===== src/rtl/hqm_reset_seq_pkg.sv =====
// hqm_reset_seq_pkg
//   Shared types and helpers for the hqm_reset_seq_ctrl reset sequencer.
//   - hqm_rst_seq_state_t : sequencer FSM states (encoding is visible on seq_state)
//   - hqm_rst_seq_flow_t  : reset flow kinds, encoded in ascending priority
//   - resolve_req         : picks the winning flow among simultaneous request pulses
//   - merge_flow          : keeps the higher-priority of two flows (pending slot update)

package hqm_reset_seq_pkg;

  typedef enum logic [2:0] {
    OFF    = 3'd0,
    PWR_UP = 3'd1,
    FUSE   = 3'd2,
    REL    = 3'd3,
    ACTIVE = 3'd4,
    ASSERT = 3'd5,
    RET    = 3'd6
  } hqm_rst_seq_state_t;

  // The numeric order is the priority order, so merging two flows is a max().
  typedef enum logic [1:0] {
    NONE = 2'd0,
    WARM = 2'd1,
    COLD = 2'd2,
    PDN  = 2'd3
  } hqm_rst_seq_flow_t;

  function automatic hqm_rst_seq_flow_t resolve_req(input logic pdn,
                                                    input logic cold,
                                                    input logic warm);
    hqm_rst_seq_flow_t f;
    if (pdn)       f = PDN;
    else if (cold) f = COLD;
    else if (warm) f = WARM;
    else           f = NONE;
    return f;
  endfunction

  function automatic hqm_rst_seq_flow_t merge_flow(input hqm_rst_seq_flow_t a,
                                                   input hqm_rst_seq_flow_t b);
    return (a > b) ? a : b;
  endfunction

endpackage


===== src/rtl/hqm_rst_seq_timer.sv =====
// hqm_rst_seq_timer
//   Loadable down-counter shared by the timed sequencer states.
//   A load of value V makes done pulse V+1 cycles later, so loading (delay-1)
//   gives a state that lasts exactly "delay" cycles. Reloading in the done
//   cycle chains steps back to back.
// Ports
//   clk       in   1      counter clock
//   rst_b     in   1      async active-low reset
//   load      in   1      load load_val and start counting
//   load_val  in   DLY_W  value to count down from
//   done      out  1      high for the one cycle the running count sits at 0

module hqm_rst_seq_timer
  import hqm_reset_seq_pkg::*;
#(
  parameter int DLY_W = 8
) (
  input  logic             clk,
  input  logic             rst_b,
  input  logic             load,
  input  logic [DLY_W-1:0] load_val,
  output logic             done
);

  logic [DLY_W-1:0] cnt_q;
  logic             run_q;

  always_ff @(posedge clk or negedge rst_b) begin
    if (!rst_b) begin
      cnt_q <= '0;
      run_q <= 1'b0;
    end else if (load) begin
      cnt_q <= load_val;
      run_q <= 1'b1;
    end else if (run_q) begin
      if (cnt_q == '0) run_q <= 1'b0;
      else             cnt_q <= cnt_q - 1'b1;
    end
  end

  assign done = run_q && (cnt_q == '0);

endmodule


===== src/rtl/hqm_reset_seq_ctrl.sv =====
// hqm_reset_seq_ctrl
//   Hardware reset sequencer for N_DOM ordered reset domains. Runs cold boot
//   (power-up, isolation settle, fuse pull, staggered release), warm reset and
//   power-down/retention flows. Domains are released low index first and
//   asserted high index first.
//   Optional feature macro: HQM_RST_SEQ_FUSE_TIMEOUT_EN
//     defined   -> fuse handshake times out after TO_LIMIT cycles, sets the
//                  sticky timeout_err and continues with default fuses
//     undefined -> FUSE waits for ack forever, timeout_err tied 0
// Ports
//   prim_freerun_clk  in   1      sequencer clock
//   prim_rst_b        in   1      async active-low reset
//   cold_req          in   1      cold boot pulse (OFF or ACTIVE)
//   warm_req          in   1      warm reset pulse (ACTIVE)
//   pwr_down_req      in   1      retain + power-off pulse (ACTIVE)
//   fuse_bypass       in   1      skip fuse handshake on cold boot
//   fuse_pull_req     out  1      fuse pull request, held until ack
//   fuse_pull_ack     in   1      fuse pull complete
//   dom_rst_b         out  N_DOM  per-domain active-low reset
//   pwr_on            out  1      domain power enable
//   retain            out  1      retention save enable
//   seq_busy          out  1      1 outside OFF and ACTIVE
//   seq_state         out  3      current hqm_rst_seq_state_t
//   timeout_err       out  1      sticky fuse timeout flag

module hqm_reset_seq_ctrl
  import hqm_reset_seq_pkg::*;
#(
  parameter int N_DOM    = 4,
  parameter int DLY_W    = 8,
  parameter int STEP_DLY = 16,
  parameter int ISO_DLY  = 4,
  parameter int TO_W     = 12,
  parameter int TO_LIMIT = 1024
) (
  input  logic             prim_freerun_clk,
  input  logic             prim_rst_b,
  input  logic             cold_req,
  input  logic             warm_req,
  input  logic             pwr_down_req,
  input  logic             fuse_bypass,
  output logic             fuse_pull_req,
  input  logic             fuse_pull_ack,
  output logic [N_DOM-1:0] dom_rst_b,
  output logic             pwr_on,
  output logic             retain,
  output logic             seq_busy,
  output logic [2:0]       seq_state,
  output logic             timeout_err
);

  // A single-domain build still needs a 1-bit index vector.
  localparam int IDX_W = (N_DOM > 1) ? $clog2(N_DOM) : 1;
  localparam logic [IDX_W-1:0] IDX_LAST = IDX_W'(N_DOM - 1);
  localparam logic [DLY_W-1:0] STEP_LD  = DLY_W'(STEP_DLY - 1);
  localparam logic [DLY_W-1:0] ISO_LD   = DLY_W'(ISO_DLY - 1);

  hqm_rst_seq_state_t state_q, state_d;
  hqm_rst_seq_flow_t  flow_q, flow_d;
  hqm_rst_seq_flow_t  pend_q, pend_d;
  hqm_rst_seq_flow_t  req_now, req_any;
  logic [N_DOM-1:0]   dom_q, dom_d;
  logic [IDX_W-1:0]   idx_q, idx_d, idx_up, idx_dn;
  logic               pwr_on_q, pwr_on_d;
  logic               retain_q, retain_d;
  logic               fuse_req_q, fuse_req_d;
  logic               tmr_load, tmr_done;
  logic [DLY_W-1:0]   tmr_val;
  logic               go_rel, go_fuse;
  logic               to_expired;

  assign idx_up = idx_q + 1'b1;
  assign idx_dn = idx_q - 1'b1;

  hqm_rst_seq_timer #(
    .DLY_W(DLY_W)
  ) u_timer (
    .clk      (prim_freerun_clk),
    .rst_b    (prim_rst_b),
    .load     (tmr_load),
    .load_val (tmr_val),
    .done     (tmr_done)
  );

  always_ff @(posedge prim_freerun_clk or negedge prim_rst_b) begin
    if (!prim_rst_b) begin
      state_q    <= OFF;
      flow_q     <= NONE;
      pend_q     <= NONE;
      dom_q      <= '0;
      idx_q      <= '0;
      pwr_on_q   <= 1'b0;
      retain_q   <= 1'b0;
      fuse_req_q <= 1'b0;
    end else begin
      state_q    <= state_d;
      flow_q     <= flow_d;
      pend_q     <= pend_d;
      dom_q      <= dom_d;
      idx_q      <= idx_d;
      pwr_on_q   <= pwr_on_d;
      retain_q   <= retain_d;
      fuse_req_q <= fuse_req_d;
    end
  end

  always_comb begin
    state_d    = state_q;
    flow_d     = flow_q;
    pend_d     = pend_q;
    dom_d      = dom_q;
    idx_d      = idx_q;
    pwr_on_d   = pwr_on_q;
    retain_d   = retain_q;
    fuse_req_d = fuse_req_q;
    tmr_load   = 1'b0;
    tmr_val    = STEP_LD;
    go_rel     = 1'b0;
    go_fuse    = 1'b0;
    req_now    = resolve_req(pwr_down_req, cold_req, warm_req);
    req_any    = merge_flow(pend_q, req_now);

    // While busy, requests collapse into the single pending slot.
    if (state_q != OFF && state_q != ACTIVE) begin
      pend_d = merge_flow(pend_q, req_now);
    end

    unique case (state_q)
      OFF: begin
        if (cold_req) begin
          state_d  = PWR_UP;
          pwr_on_d = 1'b1;
          tmr_load = 1'b1;
          tmr_val  = ISO_LD;
        end
      end
      PWR_UP: begin
        if (tmr_done) begin
          if (fuse_bypass) go_rel  = 1'b1;
          else             go_fuse = 1'b1;
        end
      end
      FUSE: begin
        if (fuse_req_q && fuse_pull_ack) begin
          fuse_req_d = 1'b0;
          go_rel     = 1'b1;
        end else if (to_expired) begin
          fuse_req_d = 1'b0;
          go_rel     = 1'b1;
        end
      end
      REL: begin
        // Only reachable with N_DOM=1: the entry release was already the last one.
        if (idx_q == IDX_LAST) begin
          state_d = ACTIVE;
        end else if (tmr_done) begin
          idx_d         = idx_up;
          dom_d[idx_up] = 1'b1;
          if (idx_up == IDX_LAST) state_d  = ACTIVE;
          else                    tmr_load = 1'b1;
        end
      end
      ACTIVE: begin
        // A pending request is acted on in the very first ACTIVE cycle.
        if (req_any != NONE) begin
          state_d         = ASSERT;
          flow_d          = req_any;
          pend_d          = NONE;
          idx_d           = IDX_LAST;
          dom_d[IDX_LAST] = 1'b0;
          tmr_load        = 1'b1;
        end
      end
      ASSERT: begin
        if (tmr_done) begin
          // Index 0 done means the trailing settle step has elapsed.
          if (idx_q == '0) begin
            case (flow_q)
              PDN: begin
                state_d  = RET;
                retain_d = 1'b1;
                tmr_load = 1'b1;
                tmr_val  = ISO_LD;
              end
              COLD: begin
                if (fuse_bypass) go_rel  = 1'b1;
                else             go_fuse = 1'b1;
              end
              default: go_rel = 1'b1;
            endcase
          end else begin
            idx_d         = idx_dn;
            dom_d[idx_dn] = 1'b0;
            tmr_load      = 1'b1;
          end
        end
      end
      RET: begin
        // Requests left pending across a power-off are discarded, like requests seen in OFF.
        if (tmr_done) begin
          state_d  = OFF;
          pwr_on_d = 1'b0;
          retain_d = 1'b0;
          pend_d   = NONE;
        end
      end
      default: state_d = OFF;
    endcase

    if (go_fuse) begin
      state_d    = FUSE;
      fuse_req_d = 1'b1;
    end
    if (go_rel) begin
      state_d  = REL;
      idx_d    = '0;
      dom_d[0] = 1'b1;
      tmr_load = 1'b1;
      tmr_val  = STEP_LD;
    end
  end

`ifdef HQM_RST_SEQ_FUSE_TIMEOUT_EN
  localparam logic [TO_W-1:0] TO_LAST = TO_W'(TO_LIMIT - 1);

  logic [TO_W-1:0] to_cnt_q;
  logic            terr_q;

  // An ack in the expiry cycle wins over the timeout.
  assign to_expired = (state_q == FUSE) && !fuse_pull_ack && (to_cnt_q == TO_LAST);

  always_ff @(posedge prim_freerun_clk or negedge prim_rst_b) begin
    if (!prim_rst_b) begin
      to_cnt_q <= '0;
      terr_q   <= 1'b0;
    end else begin
      to_cnt_q <= (state_q == FUSE) ? to_cnt_q + 1'b1 : '0;
      if (to_expired) terr_q <= 1'b1;
    end
  end

  assign timeout_err = terr_q;
`else
  assign to_expired  = 1'b0;
  assign timeout_err = 1'b0;
`endif

  assign fuse_pull_req = fuse_req_q;
  assign dom_rst_b     = dom_q;
  assign pwr_on        = pwr_on_q;
  assign retain        = retain_q;
  assign seq_state     = state_q;
  assign seq_busy      = (state_q != OFF) && (state_q != ACTIVE);

endmodule


===== config.mk =====
export PLATFORM = sky130hd
export DESIGN_NAME = hqm_reset_seq_ctrl
export DESIGN_NICKNAME = d
export VERILOG_FILES = /design/src/rtl/hqm_reset_seq_pkg.sv /design/src/rtl/hqm_rst_seq_timer.sv /design/src/rtl/hqm_reset_seq_ctrl.sv
export SDC_FILE = /design/constraint.sdc
export NUM_CORES = 1
export LEC_CHECK = 0
export CORE_UTILIZATION = 55
export DETAILED_ROUTE_END_ITERATION = 10
export GPL_ROUTABILITY_DRIVEN = 1
export PLACE_DENSITY = 0.78
export REMOVE_ABC_BUFFERS = 1
export SETUP_SLACK_MARGIN = 0.5
export SLEW_MARGIN = 20
export SYNTH_ARGS = -nofsm -noshare
export SYNTH_HDL_FRONTEND = slang
export SYNTH_SLANG_ARGS = --single-unit

===== constraint.sdc =====
create_clock -name prim_freerun_clk -period 2.75 [get_ports prim_freerun_clk]
set_clock_uncertainty 0.05 [all_clocks]
set_input_delay 0.4125 -clock prim_freerun_clk [delete_from_list [all_inputs] [get_ports prim_freerun_clk]]
set_output_delay 0.4125 -clock prim_freerun_clk [all_outputs]
set_load 0.01 [all_outputs]

==> summary.md <==
| Metric | Value |
|---|---|
| Status | `finished, final reports clean` |
| Area growth, synth to finish | `29.2%` |
| Final worst-path cycle share | `78.7%` |
| Synth area leaders | `dfrtp_1 35%, ha_1 7.0%, a21oi_1 4.5%` |
| Top cell type's share of synthesized area | `35.0%` |
| Root buffer cell | `clkbuf_4` |
| Initial antenna violation count | `0` |
| Synth warnings | `0` |
| H-tree depth | `1` |
| Seq/Total Area, Yosys | `35.0%` |
| First-pass GRT wire length | `7910 um` |
| Die height | `59.0 um` |
| Post-route DRC | `0` |
| Prevailing post-synth register cell | `dfrtp_1` |
| Core Region | `3080 um2` |
| Hold-fix buffers, CTS | `0` |
| Most numerous cell in the Yosys netlist | `dfrtp_1` |
| Cell Area, Placed | `2060 um2` |
| Remaining global-route overflow | `0` |
| Top post-synthesis cells by count | `25 x dfrtp_1, 20 x nor2_1, 16 x a21oi_1, 15 x nand2_1` |
| Final hold slack | `380 ps` |
| Fin. Hold Viols | `0` |
| Static leakage | `1.00 nW` |
| Syn Area/Cell | `8.47 um2` |
| Start-to-end type of the worst setup path | `register to register` |
| Area leader, netlist | `dfrtp_1` |
| All-Layer GR Usage | `29.8%` |
| CTS Buf Count | `3` |
| Drt pass-1 iters | `5` |
| Final Cell Area | `2310 um2` |
| Post-synthesis async set-or-reset flop share | `100%` |
| Max-slew violation count | `0` |
| Gpl congestion | `0.936` |
| Fmax | `0.462 GHz` |
| I/O pins | `19` |
| FF+latch count, synth | `25` |
| Routed wire length | `4940 um` |
| Number of distinct library cells after synthesis | `56` |
| Post-DR vias/cell | `6.17` |
| Crit path cell chain | `nor4_4 -> nand3_2 -> nor3_1 -> a21oi_1 -> a311o_1` |
| Initial core utilization | `58.1%` |
| Share of post-route cells with drive strength above 1 | `21.2%` |
| Core Util, Final | `75.0%` |
| Critical Path Max Stage Delay | `480 ps` |
| Worst-path clk slew | `150 ps` |
| Clk_lat worst skew | `330 ps` |
| CTS tree | `built` |
| Clock period minus worst slack | `2170 ps` |
| Fill cell count | `232` |
| Crit-path max FO | `7` |
| Vias in the first global route | `1709` |
| Crit-path leading delay family | `simple AND/OR/NAND/NOR gates` |
| # diodes | `0` |
| Crit path DAT | `2350 ps` |
| Die area | `3480 um2` |
| DR iter-0 viols | `110` |
| Largest net degree at the start of global routing | `26` |
| DIE WIDTH | `59.0 um` |
| Number of antenna-violating nets in the routed design | `0` |
| DR vias | `1783` |
| Multi-input gate area | `1220 um2` |
| Net count, final | `263` |
| Maxcap violations | `0` |
| Clock sinks | `25` |
| WL/cell | `17.1 um` |
| Cells after synthesis | `211` |
| RSZ-0062 raised after global routing | `false` |
| Maximum clock path buffer count | `2` |
| Worst VDD drop | `0.705 mV` |
| Worst min path class | `input port to async pin` |
| Worst setup EP type | `register` |
| Register area | `628 um2` |
| EDFF count, synth | `0` |
| PD cells | `1040 nW/um2` |
| Total chip power | `2.39 mW` |
| Final setup viols | `0` |
| Port Buf Inserts | `17` |
| Row cnt | `20` |
| Critical Path Start Type | `register` |
| Post-DP HPWL | `3310 um` |
| Synth Cell Area | `1790 um2` |
| Worst EP required | `2930 ps` |
| Crit-path slowest cell | `dfrtp_1` |
| Setup tns final | `0 ps` |
| CP bufs+invs | `0` |
[worst reg2reg max path, cell delays in order (launching register included)]
cell     delay, ps
dfrtp_1        480
nor4_4         460
nand3_2        230
nor3_1         320
a21oi_1        230
a311o_1        310
[logic make-up (layout without fill, tap and decap cells)]
family,after synthesis,in the layout,synth area share [%]
buffers and inverters,21,55,4.90
AND/OR/NAND/NOR,83,83,26.3
XOR/XNOR,4,4,1.96
AO/OA/AOI/OAI,67,67,24.6
adder cells (fa/ha/maj),10,10,7.00
flip-flops,25,25,35.0
other,1,1,0.210
[final timing paths]
path | slack, ps | cells past startpoint | start | end
min | 380 | 2 | prim_rst_b | dom_rst_b[2]
min in group prim_freerun_clk | 450 | 1 | dom_rst_b[0] | dom_rst_b[0]
max in group asynchronous | 2000 | 2 | prim_rst_b | seq_state[0]
max | 580 | 5 | u_timer.cnt_q[2] | seq_state[0]
max reg2reg | 580 | 5 | u_timer.cnt_q[2] | seq_state[0]
min reg2reg | 450 | 1 | dom_rst_b[0] | dom_rst_b[0]
[report_power, final]
| group | total [mW] | internal (mW) | switching [mW] |
|---|---|---|---|
| clock network | 0.175 | 0.0546 | 0.120 |
| registers | 0.724 | 0.519 | 0.205 |
| logic | 1.49 | 0.696 | 0.797 |
[metrics by stage]
stage                     instances  setup WS [ps]
after floorplan                 203            427
after global placement          276          -9.88
after detailed placement        276           -149
after CTS                       282            482
after global routing            289            443
final                           289            585
[layer usage]
layer | global-route usage (%) | wire (um) | share of wire [%] | vias to the layer above
li1 | - | - | - | 843
met1 | 38.8 | 2070 | 42 | 862
met2 | 52.3 | 2520 | 51 | 64
met3 | 2.62 | 220 | 4.5 | 14
met4 | 9.52 | 129 | 2.6 | 0
met5 | 0 | 0 | 0 | -
[placed cells by master, fill, tap and decap left out, types with 4 or more instances in the layout]
cell,synthesis,layout
clkdlybuf4s50_1,0,14
dfrtp_1,25,23
a31oi_1,6,6
nor2_1,20,17
and2_1,5,5
o211ai_1,4,4
a21oi_1,16,16
nor2b_1,7,5
inv_1,13,13
nand4_1,4,4
o21ai_0,13,12
nand3_1,6,6
buf_4,1,19
ha_1,10,8
nand2_1,15,14
[registers in the layout, indices dropped and copies added (netlist names)]
signal,count
u_timer.run_q,1
dom_rst_b,4
pwr_on,1
retain,1
idx_q,2
pend_q,2
flow_q,2
u_timer.cnt_q,8
fuse_pull_req,1
seq_state,3
[layout make-up]
cell class	instances	area share, %
multi-input combinational	165	52.7
sequential	25	27.2
timing repair buffer	38	14.4
tap	44	2.38
inverter	13	2.11
clock buffer	3	0.975
clock inverter	1	0.217
[timing repair]
item                                   in CTS  in global routing
gates cloned                                1                  0
pin swaps                                   3                  9
resized for setup                          20                 15
setup endpoints to repair                  16                 16
endpoints found under the hold margin       0                  0
setup buffers                               1                  7
(Power assumes the default switching activity.)
==> RTL change: new RTL, config.mk and constraints unchanged <==
Build with the macro `HQM_RST_SEQ_FUSE_TIMEOUT_EN` defined.
--- a/src/rtl/hqm_reset_seq_ctrl.sv
+++ b/src/rtl/hqm_reset_seq_ctrl.sv
@@ -23,4 +23,6 @@
 //   seq_state         out  3      current hqm_rst_seq_state_t
 //   timeout_err       out  1      sticky fuse timeout flag
+
+`define HQM_RST_SEQ_FUSE_TIMEOUT_EN
 
 module hqm_reset_seq_ctrl
Behaviour: no difference found for any inputs over 10 cycles, from zero or initial values and one cycle with prim_rst_b low; that may be too few to reach the edited logic, so the function may still have changed.
==> RTL change against the unedited design <==
- total power rose by 26%
- critical path type unchanged
- final area up 28%
- largest power group unchanged
- utilization down 1.7 points
- via count is 13% higher
- sequential cell count is 13 higher
- clock power rose to 2.7 times the old value
- setup slack lost 0.047 ns
- area after synthesis is 30% higher
- global-route usage down 3.8 points
- routed wire length up 7.2%
==> RTL change: results <==
worst_hold_path:
  hp-class: "primary input to asynchronous set/reset pin"
layout:
  top_register: "to_cnt_q"
  fin_cells: 345
  finalNetCount: 312
  drive_gt1_share_pct: 20.68
  num_antenna_cells: 0
  largest_register_ffs: 12
  n_fill_cell: 305
placement:
  placed_cells: 329
  place_area_mm2: 0.002630
  place_congestion: 0.8303
  post-place-ws_ns: -0.3071
  portBuffers: 18
  dp_hpwl_mm: 3.585
detailed_routing:
  routedWlPerCell_um: 15.36
  drt-initial-drc-count: 158
  vias_per_cell: 5.843
  drt_first_pass_iters: 4
clock_network:
  cts_max_level: 2
  clk_latency_ns: 0.29
  root_buffer: "clkbuf_8"
  clkTransAtPathRegs_ns: 0.08
  ctsLongestPathBuffers: 2
  cts_buffers: 5
yosys:
  synthCells: 255
  synth_ff_type: "dfrtp_1"
  yosysWarnings: 0
  synth_cell_type_count: 54
  async_reset_ff_share_pct: 100.0
  synth_common_cells: "dfrtp_1 (38), nor2_1 (30), nand3_1 (19)"
  seq_area_frac_synth_pct: 40.79
  yosys-top-cells-area: "dfrtp_1 (41%), ha_1 (5.9%), nor2_1 (4.8%)"
flow_run:
  maxCapViolations: 0
global_routing:
  grt_first_pass_wirelength_mm: 8.707
  grt_antenna_before_repair: 0
  grt_pass1_vias: 1850
  track_usage_pct: 26.08
  grt_max_degree: 39
pwr:
  ir_worst_vdd_v: 0.0006362
  p_leak_nw: 1.233
setup_path:
  cp.arrival_ns: 2.34
  reg2reg_slack_ns: 0.54
  critPathMaxFanout: 3
  critPathCapture: "u_timer.run_q"
  cp-startpoint: "pend_q[1]"
  rr_worst_depth: 7
timing:
  worst_pin_slew_ns: 0.8283
  period_share_pct: 80.46
  whs_ns: 0.1644
run_status:
  outcome: "finished, final reports clean"
[RTL change: cell count changes in the layout (fill, tap and decap cells not counted), moves of 5 or more]
cell,change
nor2_1,+10
clkbuf_8,+5
nand2_1,-5
xnor2_1,+7
dfrtp_1,+14
nand3_1,+12
nor2b_1,-5
a21oi_1,-8
[RTL change: per-layer routing]
metal / vias to the layer above / global-route usage, % / part of all wire, %
met2: 54 / 43.00 / 47
met1: 960 / 34.79 / 47
met3: 4 / 5.651 / 4.9
met4: 0 / 5.585 / 0.66
li1: 998 / - / -
met5: - / 0 / 0
[RTL change: repair_timing]
action                     CTS  global route
setup buffers                6             2
pin swaps                    9             9
gates resized for setup     24            17
hold buffers                 0             0
setup endpoints to repair   17            15
[RTL change: logic make-up after synthesis]
group,synth area share (%)
buf+inv,3.811
simple gates,25.77
xor+xnor,5.260
flops,40.79
fa+ha+maj,5.904
compound gates,18.46
[RTL change: area by class of cell]
type / count / area [um2] / share of cell area (%)
clock buffers: 5 / 68.82 / 2.329
multi-input cells: 194 / 1440 / 48.73
well taps: 50 / 62.56 / 2.117
flip-flops and latches: 38 / 952.2 / 32.22
inverters: 18 / 67.56 / 2.286
clock inverters: 3 / 45.04 / 1.524
repair buffers: 37 / 319.1 / 10.80
[RTL change: worst max-delay path, cell delays in order, from the launching register on]
cell       delay, ns
dfrtp_1         0.40
inv_1           0.11
ha_4            0.22
nand2b_4        0.16
a2111oi_4       0.45
nor3_4          0.11
or2_1           0.26
or3_1           0.34
[RTL change: power breakdown]
part | switching [mW] | internal [mW]
Combinational | 0.824 | 0.773
Sequential | 0.220 | 0.708
Clock | 0.211 | 0.270
Total | 1.25 | 1.75
